<file path="src/rtl/riscv_pkg.sv">
// Shared pipeline definitions: register address width, the x0 address,
// and the sequencer FSM state encoding (visible on state_o).
package riscv_pkg;

  localparam int REG_ADDR_W = 5;
  localparam logic [REG_ADDR_W-1:0] X0_ADDR = 5'd0;

  typedef enum logic [1:0] {
    SEQ_RUN    = 2'b00,
    SEQ_DRAIN  = 2'b01,
    SEQ_HALTED = 2'b10,
    SEQ_STEP   = 2'b11
  } seq_state_e;

endpackage

</file>
<file path="src/rtl/pipeline_sequencer_if.sv">
// Bundle between the pipeline datapath (master) and the sequencer (slave):
// hazard/redirect/debug requests in, PC and pipeline-register controls out.
interface pipeline_sequencer_if
  import riscv_pkg::*;
#(
  parameter int CNT_W = 32
);

  logic [REG_ADDR_W-1:0] id_rs1_addr_i;
  logic [REG_ADDR_W-1:0] id_rs2_addr_i;
  logic                  ex_mem_read_en_i;
  logic [REG_ADDR_W-1:0] ex_rd_addr_i;
  logic                  ex_redirect_i;
  logic                  halt_req_i;
  logic                  step_req_i;
  logic                  resume_req_i;
  logic                  pc_write_en_o;
  logic                  if_id_write_en_o;
  logic                  if_id_flush_o;
  logic                  id_ex_flush_o;
  logic                  halted_o;
  logic [1:0]            state_o;
  logic [CNT_W-1:0]      stall_count_o;
  logic [CNT_W-1:0]      flush_count_o;

  modport master (
    output id_rs1_addr_i, id_rs2_addr_i, ex_mem_read_en_i, ex_rd_addr_i,
           ex_redirect_i, halt_req_i, step_req_i, resume_req_i,
    input  pc_write_en_o, if_id_write_en_o, if_id_flush_o, id_ex_flush_o,
           halted_o, state_o, stall_count_o, flush_count_o
  );

  modport slave (
    input  id_rs1_addr_i, id_rs2_addr_i, ex_mem_read_en_i, ex_rd_addr_i,
           ex_redirect_i, halt_req_i, step_req_i, resume_req_i,
    output pc_write_en_o, if_id_write_en_o, if_id_flush_o, id_ex_flush_o,
           halted_o, state_o, stall_count_o, flush_count_o
  );

endinterface

</file>
<file path="src/rtl/load_use_detect.sv">
// Combinational load-use hazard detect: a load in EX whose rd (not x0)
// is a source of the instruction currently in ID.
module load_use_detect
  import riscv_pkg::*;
(
  input  logic                  ex_mem_read_en,
  input  logic [REG_ADDR_W-1:0] ex_rd_addr,
  input  logic [REG_ADDR_W-1:0] id_rs1_addr,
  input  logic [REG_ADDR_W-1:0] id_rs2_addr,
  output logic                  load_use
);

  assign load_use = ex_mem_read_en
                  & (ex_rd_addr != X0_ADDR)
                  & ((ex_rd_addr == id_rs1_addr) | (ex_rd_addr == id_rs2_addr));

endmodule

</file>
<file path="src/rtl/pipeline_sequencer.sv">
// Pipeline sequencer: load-use stalls, EX redirect flushes and the debug
// halt/step/resume FSM. Define PIPE_PERF_COUNTERS_EN for stall/flush counters.
module pipeline_sequencer
  import riscv_pkg::*;
#(
  parameter int DRAIN_CYCLES = 4,
  parameter int CNT_W        = 32
) (
  input logic clk_i,
  input logic rst_i,
  pipeline_sequencer_if.slave bus
);

  localparam int DRAIN_W = (DRAIN_CYCLES > 1) ? $clog2(DRAIN_CYCLES) : 1;
  localparam logic [DRAIN_W-1:0] DRAIN_LOAD = DRAIN_W'(DRAIN_CYCLES - 1);

  seq_state_e         state_r, state_nxt_s;
  logic [DRAIN_W-1:0] drain_cnt_r, drain_cnt_nxt_s;
  logic               load_use_s, redirect_s, stall_s;
  logic               pc_we_s, if_id_we_s, if_id_flush_s, id_ex_flush_s;

  load_use_detect u_load_use_detect (
    .ex_mem_read_en (bus.ex_mem_read_en_i),
    .ex_rd_addr     (bus.ex_rd_addr_i),
    .id_rs1_addr    (bus.id_rs1_addr_i),
    .id_rs2_addr    (bus.id_rs2_addr_i),
    .load_use       (load_use_s)
  );

  // A redirect squashes ID, so a simultaneous load-use never stalls.
  assign redirect_s = bus.ex_redirect_i;
  assign stall_s    = load_use_s & ~redirect_s;

  // FSM state and drain counter registers
  always_ff @(posedge clk_i) begin
    if (rst_i) begin
      state_r     <= SEQ_RUN;
      drain_cnt_r <= {DRAIN_W{1'b0}};
    end else begin
      state_r     <= state_nxt_s;
      drain_cnt_r <= drain_cnt_nxt_s;
    end
  end

  // Next-state and per-cycle pipeline control
  always_comb begin
    state_nxt_s     = state_r;
    drain_cnt_nxt_s = drain_cnt_r;
    pc_we_s         = 1'b0;
    if_id_we_s      = 1'b0;
    if_id_flush_s   = 1'b1;
    id_ex_flush_s   = 1'b1;
    case (state_r)
      SEQ_RUN: begin
        if (bus.halt_req_i && !stall_s) begin
          // Halt acceptance cycle already behaves as the first drain cycle.
          state_nxt_s     = SEQ_DRAIN;
          drain_cnt_nxt_s = DRAIN_LOAD;
          pc_we_s         = redirect_s;
          if_id_we_s      = 1'b0;
          if_id_flush_s   = 1'b1;
          id_ex_flush_s   = redirect_s;
        end else if (redirect_s) begin
          pc_we_s       = 1'b1;
          if_id_we_s    = 1'b1;
          if_id_flush_s = 1'b1;
          id_ex_flush_s = 1'b1;
        end else if (load_use_s) begin
          pc_we_s       = 1'b0;
          if_id_we_s    = 1'b0;
          if_id_flush_s = 1'b0;
          id_ex_flush_s = 1'b1;
        end else begin
          pc_we_s       = 1'b1;
          if_id_we_s    = 1'b1;
          if_id_flush_s = 1'b0;
          id_ex_flush_s = 1'b0;
        end
      end
      SEQ_DRAIN: begin
        pc_we_s       = redirect_s;
        if_id_we_s    = 1'b0;
        if_id_flush_s = 1'b1;
        id_ex_flush_s = redirect_s;
        if (stall_s) begin
          if_id_flush_s = 1'b0;
          id_ex_flush_s = 1'b1;
        end else if (drain_cnt_r == {DRAIN_W{1'b0}}) begin
          state_nxt_s = SEQ_HALTED;
        end else begin
          drain_cnt_nxt_s = drain_cnt_r - DRAIN_W'(1);
        end
      end
      SEQ_HALTED: begin
        if (bus.resume_req_i) begin
          state_nxt_s = SEQ_RUN;
        end else if (bus.step_req_i) begin
          state_nxt_s = SEQ_STEP;
        end else begin
          state_nxt_s = SEQ_HALTED;
        end
      end
      SEQ_STEP: begin
        pc_we_s         = 1'b1;
        if_id_we_s      = 1'b1;
        if_id_flush_s   = 1'b0;
        id_ex_flush_s   = 1'b0;
        state_nxt_s     = SEQ_DRAIN;
        drain_cnt_nxt_s = DRAIN_LOAD;
      end
      default: begin
        state_nxt_s     = SEQ_RUN;
        drain_cnt_nxt_s = {DRAIN_W{1'b0}};
      end
    endcase
  end

  // Reset overrides the control outputs combinationally (freeze + flush).
  assign bus.pc_write_en_o    = ~rst_i & pc_we_s;
  assign bus.if_id_write_en_o = ~rst_i & if_id_we_s;
  assign bus.if_id_flush_o    = rst_i | if_id_flush_s;
  assign bus.id_ex_flush_o    = rst_i | id_ex_flush_s;
  assign bus.halted_o         = ~rst_i & (state_r == SEQ_HALTED);
  assign bus.state_o          = state_r;

`ifdef PIPE_PERF_COUNTERS_EN
  logic             active_s;
  logic [CNT_W-1:0] stall_cnt_r, flush_cnt_r;

  assign active_s = (state_r == SEQ_RUN) | (state_r == SEQ_DRAIN);

  // Wrapping performance counters, cleared only by reset
  always_ff @(posedge clk_i) begin
    if (rst_i) begin
      stall_cnt_r <= {CNT_W{1'b0}};
      flush_cnt_r <= {CNT_W{1'b0}};
    end else begin
      if (active_s && stall_s) begin
        stall_cnt_r <= stall_cnt_r + CNT_W'(1);
      end
      if (active_s && redirect_s) begin
        flush_cnt_r <= flush_cnt_r + CNT_W'(1);
      end
    end
  end

  assign bus.stall_count_o = stall_cnt_r;
  assign bus.flush_count_o = flush_cnt_r;
`else
  assign bus.stall_count_o = {CNT_W{1'b0}};
  assign bus.flush_count_o = {CNT_W{1'b0}};
`endif

endmodule

</file>
<file path="src/flat_wrapper.sv">
// flat-port wrapper written by rule: the top's interface ports become plain ports
module pipeline_sequencer_flat import riscv_pkg::*;
#(
  parameter int DRAIN_CYCLES = 4,
  parameter int CNT_W        = 32
)
  (clk_i, rst_i, bus_id_rs1_addr_i, bus_id_rs2_addr_i, bus_ex_mem_read_en_i, bus_ex_rd_addr_i, bus_ex_redirect_i, bus_halt_req_i, bus_step_req_i, bus_resume_req_i, bus_pc_write_en_o, bus_if_id_write_en_o, bus_if_id_flush_o, bus_id_ex_flush_o, bus_halted_o, bus_state_o, bus_stall_count_o, bus_flush_count_o);
  pipeline_sequencer_if #(.CNT_W(CNT_W)) bus_i ();
  input logic clk_i;
  input logic rst_i;
  input wire logic [$bits(bus_i.id_rs1_addr_i)-1:0] bus_id_rs1_addr_i;
  input wire logic [$bits(bus_i.id_rs2_addr_i)-1:0] bus_id_rs2_addr_i;
  input wire logic [$bits(bus_i.ex_mem_read_en_i)-1:0] bus_ex_mem_read_en_i;
  input wire logic [$bits(bus_i.ex_rd_addr_i)-1:0] bus_ex_rd_addr_i;
  input wire logic [$bits(bus_i.ex_redirect_i)-1:0] bus_ex_redirect_i;
  input wire logic [$bits(bus_i.halt_req_i)-1:0] bus_halt_req_i;
  input wire logic [$bits(bus_i.step_req_i)-1:0] bus_step_req_i;
  input wire logic [$bits(bus_i.resume_req_i)-1:0] bus_resume_req_i;
  output wire logic [$bits(bus_i.pc_write_en_o)-1:0] bus_pc_write_en_o;
  output wire logic [$bits(bus_i.if_id_write_en_o)-1:0] bus_if_id_write_en_o;
  output wire logic [$bits(bus_i.if_id_flush_o)-1:0] bus_if_id_flush_o;
  output wire logic [$bits(bus_i.id_ex_flush_o)-1:0] bus_id_ex_flush_o;
  output wire logic [$bits(bus_i.halted_o)-1:0] bus_halted_o;
  output wire logic [$bits(bus_i.state_o)-1:0] bus_state_o;
  output wire logic [$bits(bus_i.stall_count_o)-1:0] bus_stall_count_o;
  output wire logic [$bits(bus_i.flush_count_o)-1:0] bus_flush_count_o;
  assign bus_i.id_rs1_addr_i = bus_id_rs1_addr_i;
  assign bus_i.id_rs2_addr_i = bus_id_rs2_addr_i;
  assign bus_i.ex_mem_read_en_i = bus_ex_mem_read_en_i;
  assign bus_i.ex_rd_addr_i = bus_ex_rd_addr_i;
  assign bus_i.ex_redirect_i = bus_ex_redirect_i;
  assign bus_i.halt_req_i = bus_halt_req_i;
  assign bus_i.step_req_i = bus_step_req_i;
  assign bus_i.resume_req_i = bus_resume_req_i;
  assign bus_pc_write_en_o = bus_i.pc_write_en_o;
  assign bus_if_id_write_en_o = bus_i.if_id_write_en_o;
  assign bus_if_id_flush_o = bus_i.if_id_flush_o;
  assign bus_id_ex_flush_o = bus_i.id_ex_flush_o;
  assign bus_halted_o = bus_i.halted_o;
  assign bus_state_o = bus_i.state_o;
  assign bus_stall_count_o = bus_i.stall_count_o;
  assign bus_flush_count_o = bus_i.flush_count_o;
  pipeline_sequencer #(.DRAIN_CYCLES(DRAIN_CYCLES), .CNT_W(CNT_W)) u_core (.clk_i(clk_i), .rst_i(rst_i), .bus(bus_i));
endmodule
</file>
<file path="config.mk">
export PLATFORM = sky130hd
export DESIGN_NAME = pipeline_sequencer_flat
export DESIGN_NICKNAME = d
export VERILOG_FILES = /design/src/rtl/riscv_pkg.sv /design/src/rtl/pipeline_sequencer_if.sv /design/src/rtl/load_use_detect.sv /design/src/rtl/pipeline_sequencer.sv /design/src/flat_wrapper.sv
export SDC_FILE = /design/constraint.sdc
export NUM_CORES = 1
export LEC_CHECK = 0
export ABC_AREA = 0
export CORE_MARGIN = 5
export CORE_UTILIZATION = 32
export CTS_BUF_LIST = sky130_fd_sc_hd__clkbuf_2
export CTS_CLUSTER_DIAMETER = 40
export DETAILED_ROUTE_END_ITERATION = 16
export PLACE_DENSITY_LB_ADDON = 0.1
export SKIP_CTS_REPAIR_TIMING = 1
export SKIP_LAST_GASP = 1
export SYNTH_ARGS = -nofsm -noshare
export SYNTH_HDL_FRONTEND = slang
export SYNTH_SLANG_ARGS = --single-unit
</file>
<file path="constraint.sdc">
create_clock -name clk_i -period 5.6 [get_ports clk_i]
set_input_delay 1.12 -clock clk_i [delete_from_list [all_inputs] [get_ports clk_i]]
set_output_delay 1.12 -clock clk_i [all_outputs]
set_load 0.02 [all_outputs]
</file>
==> results.cfg <==
[yosys]
synth_simple_gate_area_share_pct = 12.3
ys.warnings.count = 0
synthXorXnorAreaFrac_pct = 8.25
synth-edff-count = 0
synth_area_per_cell_um2 = 7.47
synthTopCellsByCount = 64 x buf_4, 10 x xnor2_1, 8 x nor2_1, 7 x a21oi_1, 7 x inv_1
synthFlopType = dfxtp_1
synth-seq-area-share_pct = 7.55
synth.most_common_cell = buf_4
synth_top_family_by_area = buffers and inverters
synth_mux_area_share_pct = 0.943
yosys.area.top_type = buf_4
synth.area.top_cells = buf_4 45%, xnor2_1 8.3%, dfxtp_1 7.5%
synth_compound_area_share_pct = 15.8
syn_area_um2 = 1060
ys_seq_elements = 4
synthAdderAreaFrac_pct = 7.08
synth_cells = 142
yosys.area.top_type_share_pct = 45.3
yosysUniqueCellTypes = 28
synthArstFlopShare_pct = 0

[detailed_routing]
dr.pass1.iters = 4
drtIter0Drc = 29
wl_mm = 2.07
final_antenna_net_count = 0
remaining_drc_errors = 0
wl_per_cell_um = 9.50
vias = 797
vias_per_cell = 3.66

[critical_path]
reg2reg_depth = 8
cp.arrival_ns = 3.46
critPathLaunchType = input port
max_stage_delay_ns = 0.64
crit_type = in2out
path_max_fanout = 5
crit_cells = 8
endpoint_kind = primary output
path_common_cell = clkdlybuf4s50_1
critPathSlowestCell = clkdlybuf4s50_1
cp_cell_sequence = clkdlybuf4s50_1 > or4_4 > o21ai_4 > nor2_2 > a21oi_1 > nor2_1 > nor3_1 > clkdlybuf4s50_1
critPathBufInv = 2
worstPathRequired_ns = 4.48
crit_family = buffers and inverters

[grt]
grt_pass1_wl_mm = 3.06
grt_max_degree = 9
grt-ovfl-total = 0
first_global_vias = 694
antenna_found_initial = 0
grt_use_total_pct = 8.47

[clock_tree]
numClockSinks = 4
clk_path_buf_depth = 2
ctsHtreeMaxLevel = 1
clk_pin_slew_ns = 0.04
cts-buffers-inserted = 3
cts_tree = built
cts_root_buf = clkbuf_2
clk-insertion-delay-late_ns = 0.20

[power_and_ir_drop]
powerDensity_nw_per_um2 = 217
clock_power_share_pct = 9.7
p_int_mw = 0.122
switching_power_mw = 0.132
p_seq_share_pct = 16.7
ir_drop_uv = 84.8
p_sw_share_pct = 52.1
p_leak_nw = 0.547
p_comb_share_pct = 73.5

[placed_design]
place_congestion = 0.741
dpl_cell_area_um2 = 1150
numPlacedInstances = 215
dp_hpwl_mm = 1.87
port_buffers = 28

[cells_and_area]
layout-drive-gt1-share_pct = 4.07
fillers = 348
area_growth_syn_to_layout_pct = 10.3
fin_area_um2 = 1170
fin_nets = 202
diodes = 0
layoutNonFillerInstCount = 218

[timing]
min_period_ns = 4.58
slew_viol_final = 0
setup_violations = 0
rsz0062_at_grt = no
max_freq_mhz = 218
hold_violations = 0
fin_skew_ns = 0.000805
fin_crit_sh_pct = 81.8
fin_setup_tns_ns = 0

[die]
die_y_um = 67.6
core_area_um2 = 3280
die-area_um2 = 4570
start_util_pct = 32.3
rows = 21
io_pins = 93
die_w_um = 67.6

[run_status]
status = complete, no violations

[hold_path]
hp-class = reg2reg
whs_path_depth = 2

[job]
max-cap-violations = 0
[logic make-up after synthesis]
family / count (synthesis)
AOI/OAI and AO/OA: 23
xor gates and xnor gates: 10
adders and majority gates: 6
buffers and inverters: 71
DFF: 4
muxes: 1
other: 1
and+or+nand+nor: 26
[path summary, 6_finish.rpt]
check                                      from                                 end  slack [ns]
max                         bus_ex_rd_addr_i[1]                bus_if_id_write_en_o        1.02
min          u_core.drain_cnt_r[0]$_SDFFE_PP0P_  u_core.drain_cnt_r[0]$_SDFFE_PP0P_        0.55
max reg2reg  u_core.bus.state_o[0]$_SDFFE_PP0P_  u_core.drain_cnt_r[0]$_SDFFE_PP0P_        3.69
min reg2reg  u_core.drain_cnt_r[0]$_SDFFE_PP0P_  u_core.drain_cnt_r[0]$_SDFFE_PP0P_        0.55
[layout make-up]
cell class / count / area, µm² / area share (%)
Clock buffer: 3 / 15.0 / 1.28
Inverter: 7 / 26.3 / 2.25
Multi-Input combinational cell: 130 / 711 / 60.7
Sequential cell: 4 / 80.1 / 6.84
Tap cell: 46 / 57.6 / 4.92
Timing Repair Buffer: 28 / 280 / 24.0
[layout by cell type, fill, tap and decap left out]
master / Yosys / routed
dfxtp_1: 4 / 4
a2111o_1: 1 / 1
mux2i_1: 1 / 1
o21ai_1: 1 / 1
nor2b_1: 3 / 3
a311oi_1: 2 / 2
a2bb2oi_2: 1 / 1
clkdlybuf4s50_1: 0 / 28
or4_4: 1 / 1
o21a_1: 1 / 1
a211oi_1: 1 / 1
xnor2_1: 10 / 10
nor2_1: 8 / 8
nor2_2: 1 / 1
conb_1: 1 / 64
o22ai_1: 2 / 2
nand3_1: 2 / 2
o22a_1: 1 / 1
clkbuf_2: 0 / 3
a21oi_1: 7 / 7
inv_1: 7 / 7
nand2b_1: 2 / 2
nor3b_1: 1 / 1
o21ai_4: 1 / 1
nor3_1: 3 / 3
nand2_1: 5 / 5
ha_1: 6 / 6
o21ai_0: 4 / 4
o41a_1: 1 / 1
[routing by layer]
| metal | wire length (µm) | share of wire [%] | track usage, % | up-vias |
|---|---|---|---|---|
| li1 | - | - | - | 399 |
| met4 | 0 | 0 | 1.52 | 0 |
| met5 | 0 | 0 | 0 | - |
| met3 | 294 | 14 | 3.16 | 0 |
| met1 | 802 | 39 | 10.5 | 343 |
| met2 | 972 | 47 | 14.0 | 55 |
[metrics by stage]
step | hold slack (ns) | util [%] | total power [mW] | setup slack [ns]
final | 0.550 | 35.6 | 0.254 | 1.02
after global routing | 0.597 | 35.6 | 0.280 | 0.935
after CTS | 0.557 | 35.6 | 0.256 | 1.02
after detailed placement | 0.548 | 35.2 | 0.229 | 1.04
after global placement | 0.541 | 35.2 | 0.230 | 1.06
after floorplan | 0.508 | - | 0.209 | 1.95
[worst register-to-register path: cells and delay by family (launching register included)]
family / cells / cell delay [ns]
AO/OA/AOI/OAI: 3 / 0.54
flip-flops: 1 / 0.40
AND/OR/NAND/NOR: 2 / 0.40
adder cells (fa/ha/maj): 1 / 0.25
buffers and inverters: 2 / 0.20
[power groups by stage]
stage	logic [mW]	registers, mW	clock network (mW)
global route	0.207	0.0439	0.0292
global placement	0.187	0.0435	0
CTS	0.187	0.0431	0.0264
detailed placement	0.186	0.0434	0
floorplan	0.163	0.0454	0
finish	0.187	0.0425	0.0248
[flip-flops by register name (all words and copies together), names as in the netlist]
register and flops:
u_core.drain_cnt_r 2, u_core.bus.state_o 2
No activity file was read; power rests on OpenSTA's default activity.
==> edit, RTL diff (config.mk and constraints unchanged) <==
Change the package constant `REG_ADDR_W` from 5 to 3.
--- a/src/rtl/riscv_pkg.sv
+++ b/src/rtl/riscv_pkg.sv
@@ -2,7 +2,7 @@
 // and the sequencer FSM state encoding (visible on state_o).
 package riscv_pkg;
 
-  localparam int REG_ADDR_W = 5;
+  localparam int REG_ADDR_W = 3;
   localparam logic [REG_ADDR_W-1:0] X0_ADDR = 5'd0;
 
   typedef enum logic [1:0] {
Interface: changed (resized bus_ex_rd_addr_i, bus_id_rs1_addr_i and bus_id_rs2_addr_i); port bits go from 93 to 87. The function was not compared with the original's and may differ.
==> edit against the original RTL <==
  * Synthesized cell count is 9.9% lower
  * Sequential cell count is the same
  * Total power shrank 13%
  * Worst setup slack better by 0.19 ns
  * Sequential power fell by 4.7%
  * Area after synthesis decreased by 9.8%
  * Count of clock-buffer cells in the layout stayed put
  * Cell area shrank 16%
  * Final cell count down 17%
  * Maximum frequency is 4.4% higher
  * Wire length down 13%
  * Clock skew rose by 0.0039 ns
  * Critical path depth fell by 1
  * Critical endpoint unchanged
==> edit: results (changes against the original RTL) <==
stage	metric	value	unit	change
worst_setup_path	R2R depth	6		was 8
detailed_routing	routed length on met1	744	um	was 802 um
grt	met3 usage	2.94	%	was 3.16%
clocking	Clock Tree Buf Depth	2		unchanged
worst_setup_path	FF-to-FF End	u_core.bus.state_o[1]		was u_core.drain_cnt_r[0]
logic_synthesis	ys async rst share	0	%	unchanged
place	PortBufs	22		was 28
detailed_routing	DR iter-0 viols	7		was 29
layout	# nets final	175		was 202
worst_setup_path	RR Startpoint	u_core.bus.state_o[1]		was u_core.bus.state_o[0]
grt	met1 Use GR	8.82	%	was 10.5%
grt	initial antenna violation count	0		unchanged
logic_synthesis	top cells by area, synth	buf_4, dfxtp_1, ha_1		was buf_4, xnor2_1, dfxtp_1
worst_setup_path	Critical Path AT	3.27	ns	was 3.46 ns
pwr	maximum vdd ir drop	0.102	mV	was 0.0848 mV
place	Placed Area	968	um^2	was 0.00115 mm^2
pwr	Clk. pwr	0.0261	mW	was 0.0248 mW
detailed_routing	WL met3	277	um	was 294 um
detailed_routing	WL final	1.80	mm	was 2.07 mm
grt	M2 GR Usage	10.8	%	was 14.0%
logic_synthesis	sequential-to-total area share from yosys stat	8.37	%	was 7.55%
timing	Clock Skew	0.00469	ns	was 0.000805 ns
grt	GRT Total Usage	7.13	%	was 8.47%
logic_synthesis	Yosys top cell area share	50.2	%	was 45.3%
detailed_routing	met2 routed WL	753	um	was 972 um
timing	Worst Hold Margin	0.455	ns	was 0.550 ns
pwr	Seq pwr share	18.2	%	was 16.7%
worst_hold_path	worst hold endpoint	u_core.drain_cnt_r[1]		was u_core.drain_cnt_r[0]
worst_hold_path	hold_sp	u_core.drain_cnt_r[1]		was u_core.drain_cnt_r[0]
status	outcome	finished, final reports clean		unchanged
detailed_routing	DR vias	685		was 797
worst_setup_path	R2R Setup Slk	3.71	ns	was 3.69 ns
pwr	P_seq	0.0405	mW	was 0.0425 mW
place	hpwl dp	1.62	mm	was 1.87 mm
grt	vias in the first global route	560		was 694
logic_synthesis	top post-synthesis cells by count	buf_4, ha_1, inv_1, nor2_1, xor2_1		was buf_4, xnor2_1, nor2_1
place	Placer Congestion	0.740		was 0.741
grt	first-pass GRT wire length	2.38	mm	was 3.06 mm
detailed_routing	top sig layer	met4		was met3
logic_synthesis	Synth cell types	23		was 28
worst_setup_path	Max FO, Critical Path	4		was 5
[edit: worst max-delay path, cell delays in order]
cell and delay (ns):
clkdlybuf4s50_1 0.54, xor2_1 0.16, nor3_1 0.09, o21ai_0 0.46, a21oi_1 0.14, nor3_1 0.14
clkdlybuf4s50_1 0.63
[edit: layout make-up]
cell class | instances | area (um^2)
sequential | 4 | 80.1
clock buffer | 3 | 15.0
timing repair buffer | 22 | 220
inverter | 6 | 22.5
multi-input combinational | 116 | 607
fill | 312 | 1820
tap | 31 | 38.8
[edit: cell families (layout without fill, tap and decap cells)]
group | after synthesis | count (layout) | synth area share, %
adders and majority gates | 6 | 6 | 7.84
xor gates and xnor gates | 6 | 6 | 5.49
DFF | 4 | 4 | 8.37
AOI/OAI and AO/OA | 19 | 19 | 14.0
and+or+nand+nor | 21 | 21 | 11.0
other | 1 | 64 | 0.392
buffers and inverters | 71 | 31 | 52.9
